[config.mk]
export PLATFORM = sky130hd
export DESIGN_NAME = msdap_out_serializer
export DESIGN_NICKNAME = d
export VERILOG_FILES = /design/src/rtl/msdap_pkg.sv /design/src/rtl/msdap_word_fifo.sv /design/src/rtl/msdap_out_serializer.sv
export SDC_FILE = /design/constraint.sdc
export NUM_CORES = 1
export LEC_CHECK = 0
export CAP_MARGIN = 0
export CORE_ASPECT_RATIO = 0.75
export CORE_MARGIN = 2
export CORE_UTILIZATION = 49
export CTS_BUF_LIST = sky130_fd_sc_hd__clkbuf_4
export DETAILED_ROUTE_END_ITERATION = 7
export PLACE_DENSITY = 0.78
export SYNTH_ARGS = -nofsm -noshare
export SYNTH_HDL_FRONTEND = slang
export SYNTH_SLANG_ARGS = --single-unit
[constraint.sdc]
create_clock -name sClk -period 4.85 [get_ports sClk]
set_clock_uncertainty 0.15 [all_clocks]
set_input_delay 0.97 -clock sClk [delete_from_list [all_inputs] [get_ports sClk]]
set_output_delay 0.97 -clock sClk [all_outputs]
set_load 0.02 [all_outputs]
[src/rtl/msdap_pkg.sv]
// Shared MSDAP output-stage definitions: word width, default bit-rate divider
// and the serializer state encoding.
package msdap_pkg;

    localparam int unsigned MSDAP_OUT_WIDTH = 40;
    localparam int unsigned MSDAP_CLK_DIV   = 35;

    typedef logic [MSDAP_OUT_WIDTH-1:0] out_word_t;

    typedef enum logic {
        IDLE,
        SHIFT
    } ser_state_e;

endpackage

[src/rtl/msdap_word_fifo.sv]
// Small synchronous FIFO holding left/right word pairs between the core and the serializer.
// The read data is the current head entry, so it is valid whenever the FIFO is not empty.
module msdap_word_fifo #(
    parameter int unsigned DATA_W = 80,
    parameter int unsigned DEPTH  = 2
) (
    input  logic                       clk,
    input  logic                       rst,
    input  logic                       push,
    input  logic                       pop,
    input  logic [DATA_W-1:0]          wdata,
    output logic [DATA_W-1:0]          rdata,
    output logic                       full,
    output logic                       empty,
    output logic [$clog2(DEPTH):0]     count
);

    localparam int unsigned PTR_W = $clog2(DEPTH);
    localparam int unsigned CNT_W = PTR_W + 1;

    logic [DATA_W-1:0] mem [DEPTH];
    logic [PTR_W-1:0]  wr_ptr;
    logic [PTR_W-1:0]  rd_ptr;

    always_ff @(posedge clk or posedge rst) begin
        if (rst) begin
            wr_ptr <= '0;
            rd_ptr <= '0;
            count  <= '0;
        end else begin
            if (push) wr_ptr <= wr_ptr + PTR_W'(1);
            if (pop)  rd_ptr <= rd_ptr + PTR_W'(1);
            case ({push, pop})
                2'b10:   count <= count + CNT_W'(1);
                2'b01:   count <= count - CNT_W'(1);
                default: count <= count;
            endcase
        end
    end

    always_ff @(posedge clk) begin
        if (push) mem[wr_ptr] <= wdata;
    end

    assign rdata = mem[rd_ptr];
    assign full  = (count == CNT_W'(DEPTH));
    assign empty = (count == '0);

endmodule

[src/rtl/msdap_out_serializer.sv]
// MSDAP output stage: buffers left/right result pairs and shifts them out MSB-first,
// one bit every CLK_DIV sClk cycles, with a shared frame strobe on the first bit.
module msdap_out_serializer
    import msdap_pkg::*;
#(
    parameter int unsigned WIDTH      = MSDAP_OUT_WIDTH,
    parameter int unsigned CLK_DIV    = MSDAP_CLK_DIV,
    parameter int unsigned FIFO_DEPTH = 2
) (
    input  logic             sClk,
    input  logic             reset,
    input  logic             inValid,
    output logic             inReady,
    input  logic [WIDTH-1:0] inDataL,
    input  logic [WIDTH-1:0] inDataR,
    output logic             outFrame,
    output logic             outBitL,
    output logic             outBitR,
    output logic             busy,
    output logic             overflow
);

    localparam int unsigned DIV_W = $clog2(CLK_DIV);
    localparam int unsigned BIT_W = $clog2(WIDTH);
    localparam int unsigned CNT_W = $clog2(FIFO_DEPTH) + 1;
    localparam logic [DIV_W-1:0] DIV_LAST  = DIV_W'(CLK_DIV - 1);
    localparam logic [BIT_W-1:0] BIT_FIRST = BIT_W'(WIDTH - 1);

    ser_state_e         state;
    logic [DIV_W-1:0]   div_cnt;
    logic [BIT_W-1:0]   bit_cnt;
    logic [WIDTH-1:0]   shift_l;
    logic [WIDTH-1:0]   shift_r;

    logic               push;
    logic               pop;
    logic               last_tick;
    logic               fifo_full;
    logic               fifo_empty;
    logic [2*WIDTH-1:0] fifo_head;
    logic [CNT_W-1:0]   fifo_count;

    msdap_word_fifo #(
        .DATA_W (2 * WIDTH),
        .DEPTH  (FIFO_DEPTH)
    ) u_fifo (
        .clk   (sClk),
        .rst   (reset),
        .push  (push),
        .pop   (pop),
        .wdata ({inDataL, inDataR}),
        .rdata (fifo_head),
        .full  (fifo_full),
        .empty (fifo_empty),
        .count (fifo_count)
    );

    // Acceptance looks at the occupancy before this edge's pop, so a full FIFO
    // rejects a push even on the cycle its head is being reloaded.
    assign inReady = !fifo_full;

    always_comb begin
        push      = inValid && !fifo_full;
        last_tick = (state == SHIFT) && (div_cnt == DIV_LAST) && (bit_cnt == '0);
        pop       = !fifo_empty && ((state == IDLE) || last_tick);
    end

    // Serial outputs are registered from the shift state, so every pin lags the
    // FSM by one cycle and frame, data and busy stay mutually aligned.
    always_ff @(posedge sClk or posedge reset) begin
        if (reset) begin
            state    <= IDLE;
            div_cnt  <= '0;
            bit_cnt  <= '0;
            shift_l  <= '0;
            shift_r  <= '0;
            outFrame <= 1'b0;
            outBitL  <= 1'b0;
            outBitR  <= 1'b0;
            busy     <= 1'b0;
            overflow <= 1'b0;
        end else begin
            outFrame <= (state == SHIFT) && (bit_cnt == BIT_FIRST);
            outBitL  <= (state == SHIFT) && shift_l[WIDTH-1];
            outBitR  <= (state == SHIFT) && shift_r[WIDTH-1];
            busy     <= (state == SHIFT) || (fifo_count != '0);
            if (inValid && fifo_full) overflow <= 1'b1;

            if (pop) begin
                shift_l <= fifo_head[2*WIDTH-1:WIDTH];
                shift_r <= fifo_head[WIDTH-1:0];
                bit_cnt <= BIT_FIRST;
                div_cnt <= '0;
                state   <= SHIFT;
            end else if (state == SHIFT) begin
                if (div_cnt != DIV_LAST) begin
                    div_cnt <= div_cnt + DIV_W'(1);
                end else if (bit_cnt != '0) begin
                    shift_l <= {shift_l[WIDTH-2:0], 1'b0};
                    shift_r <= {shift_r[WIDTH-2:0], 1'b0};
                    bit_cnt <= bit_cnt - BIT_W'(1);
                    div_cnt <= '0;
                end else begin
                    div_cnt <= '0;
                    state   <= IDLE;
                end
            end
        end
    end

endmodule
# After elaboration in Yosys (flattened, before gate mapping)
# Memory sizes are Yosys's and may differ from the RTL's.
# Cells that the tools add are included.
[totals] inputBits=83 reg_bits=102 ram_bits=160 mem_count=1 wordCells=70 out_inout_bits=6
[classes] add_sub_neg=6 n_reduce_logical=20 n_eq_ne=7 bitwise=1 muxes=22
[memory_table] name="u_fifo.mem" depth=2 word_bits=80 rd=1 rd_clocked_by_memory_dff=0 write_ports=1 line="msdap_word_fifo.sv:21" rtl="logic [DATA_W-1:0] mem [DEPTH];"
[ops] op="two-way mux 40 bit" n=8
[ops] op="two-way mux 6 bit" n=7
[ops] op="== test 6 bit, second input constant" n=2
[ops] op="logical AND 1 bit" n=8
[ops] op="nonzero test 2 bit" n=4
[ops] op="adder 6 x 1 -> 6 bit, second input constant" n=1
[ops] op="zero test 6 bit" n=1
[ops] op="two-way mux 1 bit" n=6
[ops] op="!= test 6 bit, second input constant" n=1
[ops] op="nonzero test 6 bit" n=1
[ops] op="subtractor 6 x 1 -> 6 bit, second input constant" n=1
[ops] op="== test 2 bit, second input constant" n=2
[ops] op="one-hot mux 2 bit (2 select lines)" n=1
[ops] op="AND reduction 3 bit" n=1
[ops] op="adder 1 bit, second input constant" n=2
[ops] op="adder 2 x 1 -> 2 bit, second input constant" n=1
[ops] op="== test 2 x 1 -> 1 bit, second input constant" n=1
[ops] op="zero test 1 bit" n=2
[ops] op="zero test 2 bit" n=1
[ops] op="logical OR 1 bit" n=2
[ops] op="!= test 2 x 1 -> 1 bit, second input constant" n=1
[ops] op="subtractor 2 x 1 -> 2 bit, second input constant" n=1
[ops] op="inverter 1 bit" n=1

# Logic depth before layout (Yosys ltp)
[depth] word_depth=7 depth_mapped=10 mapped_depth_nobuf=10

# Cells and area by module
# Synthesis repeated with hierarchy kept, for this count alone.
[unflattened] hier_cells=811 hier_area_um2=11509.8
[modules_own_cells] mod="msdap_word_fifo" area_each_um2=6361.1 instances=1 cells_each=266
[modules_own_cells] mod="msdap_out_serializer" area_each_um2=5148.7 instances=1 cells_each=545

# Worst setup path before layout
# OpenSTA, ideal clock, no wires.
[synth_timing] kind="input-to-reg" startpoint="in inValid" endpoint="mem u_fifo.mem[0][0], enable pin" arrival_ns=4.410 setup_time_ns=0.519 slack_ns=-0.229 required_time_ns=4.181 path_buffers=0 cell_stages=2 cell_sequence="nand2_1 nor2_1"
[synth_via] elab_chain_cells=3
[synth_rtl] element="start: declaration" line="msdap_out_serializer.sv:12" rtl="input logic inValid,"
[synth_rtl] element="logical AND 1 bit" line="msdap_out_serializer.sv:63" rtl="push = inValid && !fifo_full;"
[synth_rtl] element="two-way mux 1 bit" line="msdap_word_fifo.sv:42" rtl="if (push) mem[wr_ptr] <= wdata;"
[synth_rtl] element="two-way mux 1 bit (implied by the code)" line="msdap_word_fifo.sv:42"
[synth_rtl] element="end: declaration" line="msdap_word_fifo.sv:21"
# Every way passes these cells.

# Final worst setup path
[layout_timing] startpoint="reg bit_cnt[0]" endpoint="reg shift_l[7]"
[layout_via] elab_chain_cells=6 elab_cells_between_ends=10
[layout_rtl] element="start: declaration" line="msdap_out_serializer.sv:31" rtl="logic [BIT_W-1:0] bit_cnt;"
[layout_rtl] element="start signal: assignment" line="msdap_out_serializer.sv:101" rtl="bit_cnt <= bit_cnt - BIT_W'(1);"
[layout_rtl] element="zero test 6 bit" line="msdap_out_serializer.sv:64" rtl="last_tick = (state == SHIFT) && (div_cnt == DIV_LAST) && (bit_cnt == '0);"
[layout_rtl] element="logical AND 1 bit" line="msdap_out_serializer.sv:64"
[layout_rtl] element="logical OR 1 bit" line="msdap_out_serializer.sv:65" rtl="pop = !fifo_empty && ((state == IDLE) || last_tick);"
[layout_rtl] element="logical AND 1 bit" line="msdap_out_serializer.sv:65"
[layout_rtl] element="!= test 2 x 1 -> 1 bit (no source line) / nonzero test 2 bit (equally long branches)"
[layout_rtl] element="AND reduction 3 bit (no source line)"
[layout_rtl] element="end signal: assignment" line="msdap_out_serializer.sv:90" rtl="shift_l <= fifo_head[2*WIDTH-1:WIDTH];"
[layout_rtl] element="end signal: assignment" line="msdap_out_serializer.sv:99" rtl="shift_l <= {shift_l[WIDTH-2:0], 1'b0};"
[layout_rtl] element="end: declaration" line="msdap_out_serializer.sv:32" rtl="logic [WIDTH-1:0] shift_l;"
# Parallel ways exist; a longest one is shown, timed or not.
# A chain may end at the register's enable or synchronous reset.

==> impl_metrics.yaml <==
routing:
  ant_nets: 0
  vias_per_cell: 5.927
  wl_per_cell_um: 19.05
  totalWireLength_um: 23830
  post-route-drc-count: 0
  route.vias.total: 7415
  firstDrtPassIters: 5
  drt-initial-drc-count: 804
placement:
  portBuffers: 88
  place_worst_setup_slack_ns: 1.381
  place_area_um2: 12160
  globalplace.congestion: 0.7898
  dp_hpwl_um: 13590
critical_path:
  cp-startpoint: "bit_cnt[0]"
  arrival_ns: 3.83
  worstSetupPathType: "register to register"
  worstSetupEndpoint: "shift_l[7]"
  reg2reg_depth: 7
  setup.worst_path.start_class: "register"
  critical_path.top_delay_family: "compound AO/OA/AOI/OAI gates"
  reg2reg_from: "bit_cnt[0]"
  end_kind: "register"
  critPathBufInv: 2
  worst_path_largest_cell_delay_ns: 0.90
  required_ns: 5.19
  cp_cell_sequence: "inv_1 -> ha_1 -> or4b_4 -> o41a_2 -> buf_4 -> a2111oi_0 -> a31oi_1"
  crit_cells: 7
  r2r_slack_ns: 1.36
  cp_max_fo: 39
  critical-path-slowest-cell: "o41a_2"
  reg2reg_to: "shift_l[7]"
grt:
  grt_pass1_wl_um: 39090
  top_usage_layer: "met1"
  overflow: 0
  antenna_found_initial: 0
  grt_util_all_layers_pct: 20.82
  use_met3_pct: 4.705
  grt_pass1_vias: 7463
  grt.met1_usage_pct: 30.47
  grtUsageMet2_pct: 30.23
  grt_max_degree: 83
sta:
  rsz0062_at_grt: "no"
  worst_hold_slack_ns: 0.3260
  hold_viol_final: 0
  slew_viol_final: 0
  setup-violations-final: 0
  period_minus_slack_ns: 3.492
  post-route-period-util_pct: 71.99
  worst_slew_margin_rel_pct: 27.52
  fmax_mhz: 286.4
  setup_tns_ns: 0
  worst_pin_slew_ns: 1.087
  setup_slack_ns: 1.358
die:
  boundaryPins: 89
  rows: 47
  chipHeight_um: 134.2
  dieArea_um2: 23830
  die_x_um: 177.6
  core_um2: 22110
  start_util_pct: 50.07
synthesis:
  synth_edf_count: 160
  yosysTopAreaCell: "edfxtp_1"
  syn_area_per_cell_um2: 13.70
  ys_seq_elements: 262
  ys_types: 47
  yosys_warnings: 0
  synth_cells: 808
  async_flop_share_pct: 38.93
  ys_seq_area_share_pct: 66.45
  synth_ff_type: "edfxtp_1"
  synth_area_um2: 11070
  ys_top_cells_by_area: "edfxtp_1, dfrtp_1, a2111oi_2, a31oi_1, nor2b_1"
  synth_nets: 896
  synth_top_area_share_pct: 43.39
cts:
  cts_sinks: 262
  cts_buffers: 67
  cts_resized: 0
  cts_buffer_depth: 3
  postCtsSetupBuffers: 0
  cts_tree: "yes"
  clock-root-buffer: "clkbuf_4"
  clock_latency_ns: 0.66
  postCtsHoldBufs: 0
  htree_levels: 3
  clk_pin_slew_worst_paths_ns: 0.06
finish:
  final_cell_mix: "edfxtp_1, clkbuf_4, dfrtp_1"
  fin_area_um2: 13030
  layout_commonest_cell: "edfxtp_1"
  n_antenna_cell: 0
  drive_above_1_share_pct: 21.21
  finalNetCount: 994
  syn_to_final_growth_pct: 17.70
job:
  cap_violations: 0
power:
  power.leakage_nw: 4.395
  powerDensity_nw_per_um2: 542.5
  total_power_mw: 7.069
  ir_drop_uv: 299.0
worst_hold_path:
  hp-class: "register to register"
outcome:
  outcome: "finished clean"
[synthesized netlist by cell type, types with 6 or more instances]
cell       instances
inv_1              7
a221o_1            6
a2111oi_2         58
buf_6              6
dfrtp_1          102
a31oi_1           74
clkbuf_1          64
edfxtp_1         160
a2111oi_0         14
mux2_2             6
nand3_1           75
nand2_1            6
nor2_1             8
and3_1             8
nor2b_1           72
o21ai_0           85
[how the worst min path moves through the flow]
stage / start / endpoint / slack [ns] / cells past startpoint
detailed placement: overflow / overflow / 0.32 / 1
global route: overflow / overflow / 0.38 / 1
finish: overflow / overflow / 0.33 / 1
floorplan: shift_l[39] / outBitL / 0.31 / 1
global placement: overflow / overflow / 0.31 / 1
CTS: overflow / overflow / 0.33 / 1
[worst register-to-register path, stage by stage, from the launching register on]
cell	delay, ns
dfrtp_1	0.42
inv_1	0.09
ha_1	0.20
or4b_4	0.52
o41a_2	0.90
buf_4	0.50
a2111oi_0	0.48
a31oi_1	0.07
[layout make-up]
type | count | area, um^2
fill | 1735 | 9080
clock inverter | 15 | 82.58
clock buffer | 105 | 788.3
multi-input combinational | 461 | 3383
sequential | 262 | 7361
inverter | 8 | 32.53
timing repair buffer | 106 | 1016
tap | 294 | 367.9
[flip-flops by register name, summed over array words and instances, names as in the netlist, 2 cells and up]
signal / cells
shift_l: 40
shift_r: 40
div_cnt: 6
bit_cnt: 6
u_fifo.mem: 160
u_fifo.count: 2
[cells by family after synthesis]
group / share of synthesized area, %
flip-flops: 66.45
AO/OA/AOI/OAI: 18.68
AND/OR/NAND/NOR: 9.707
buffers and inverters: 3.334
multiplexers: 0.7910
XOR/XNOR: 0.4746
adder cells (fa/ha/maj): 0.5650
[routing by layer]
metal	up-vias	part of all wire (%)	wire (um)
met2	263	45	10770
met5	-	0	0
met4	0	2.2	520
li1	3417	-	-
met1	3682	47	11130
met3	53	5.9	1407
[where the power goes]
group          internal (mW)  switching (mW)  total, mW
logic                  0.600            1.02       1.62
clock network           1.04           0.862       1.90
registers               3.15           0.403       3.55
total                   4.78            2.28       7.07
[stage by stage]
step / cells / util [%]
after floorplan: 808 / -
after global placement: 1131 / 55.00
after detailed placement: 1131 / 55.00
after CTS: 1251 / 58.94
after global routing: 1251 / 58.94
final: 1251 / 58.94
No activity file was read; power rests on OpenSTA's default activity.
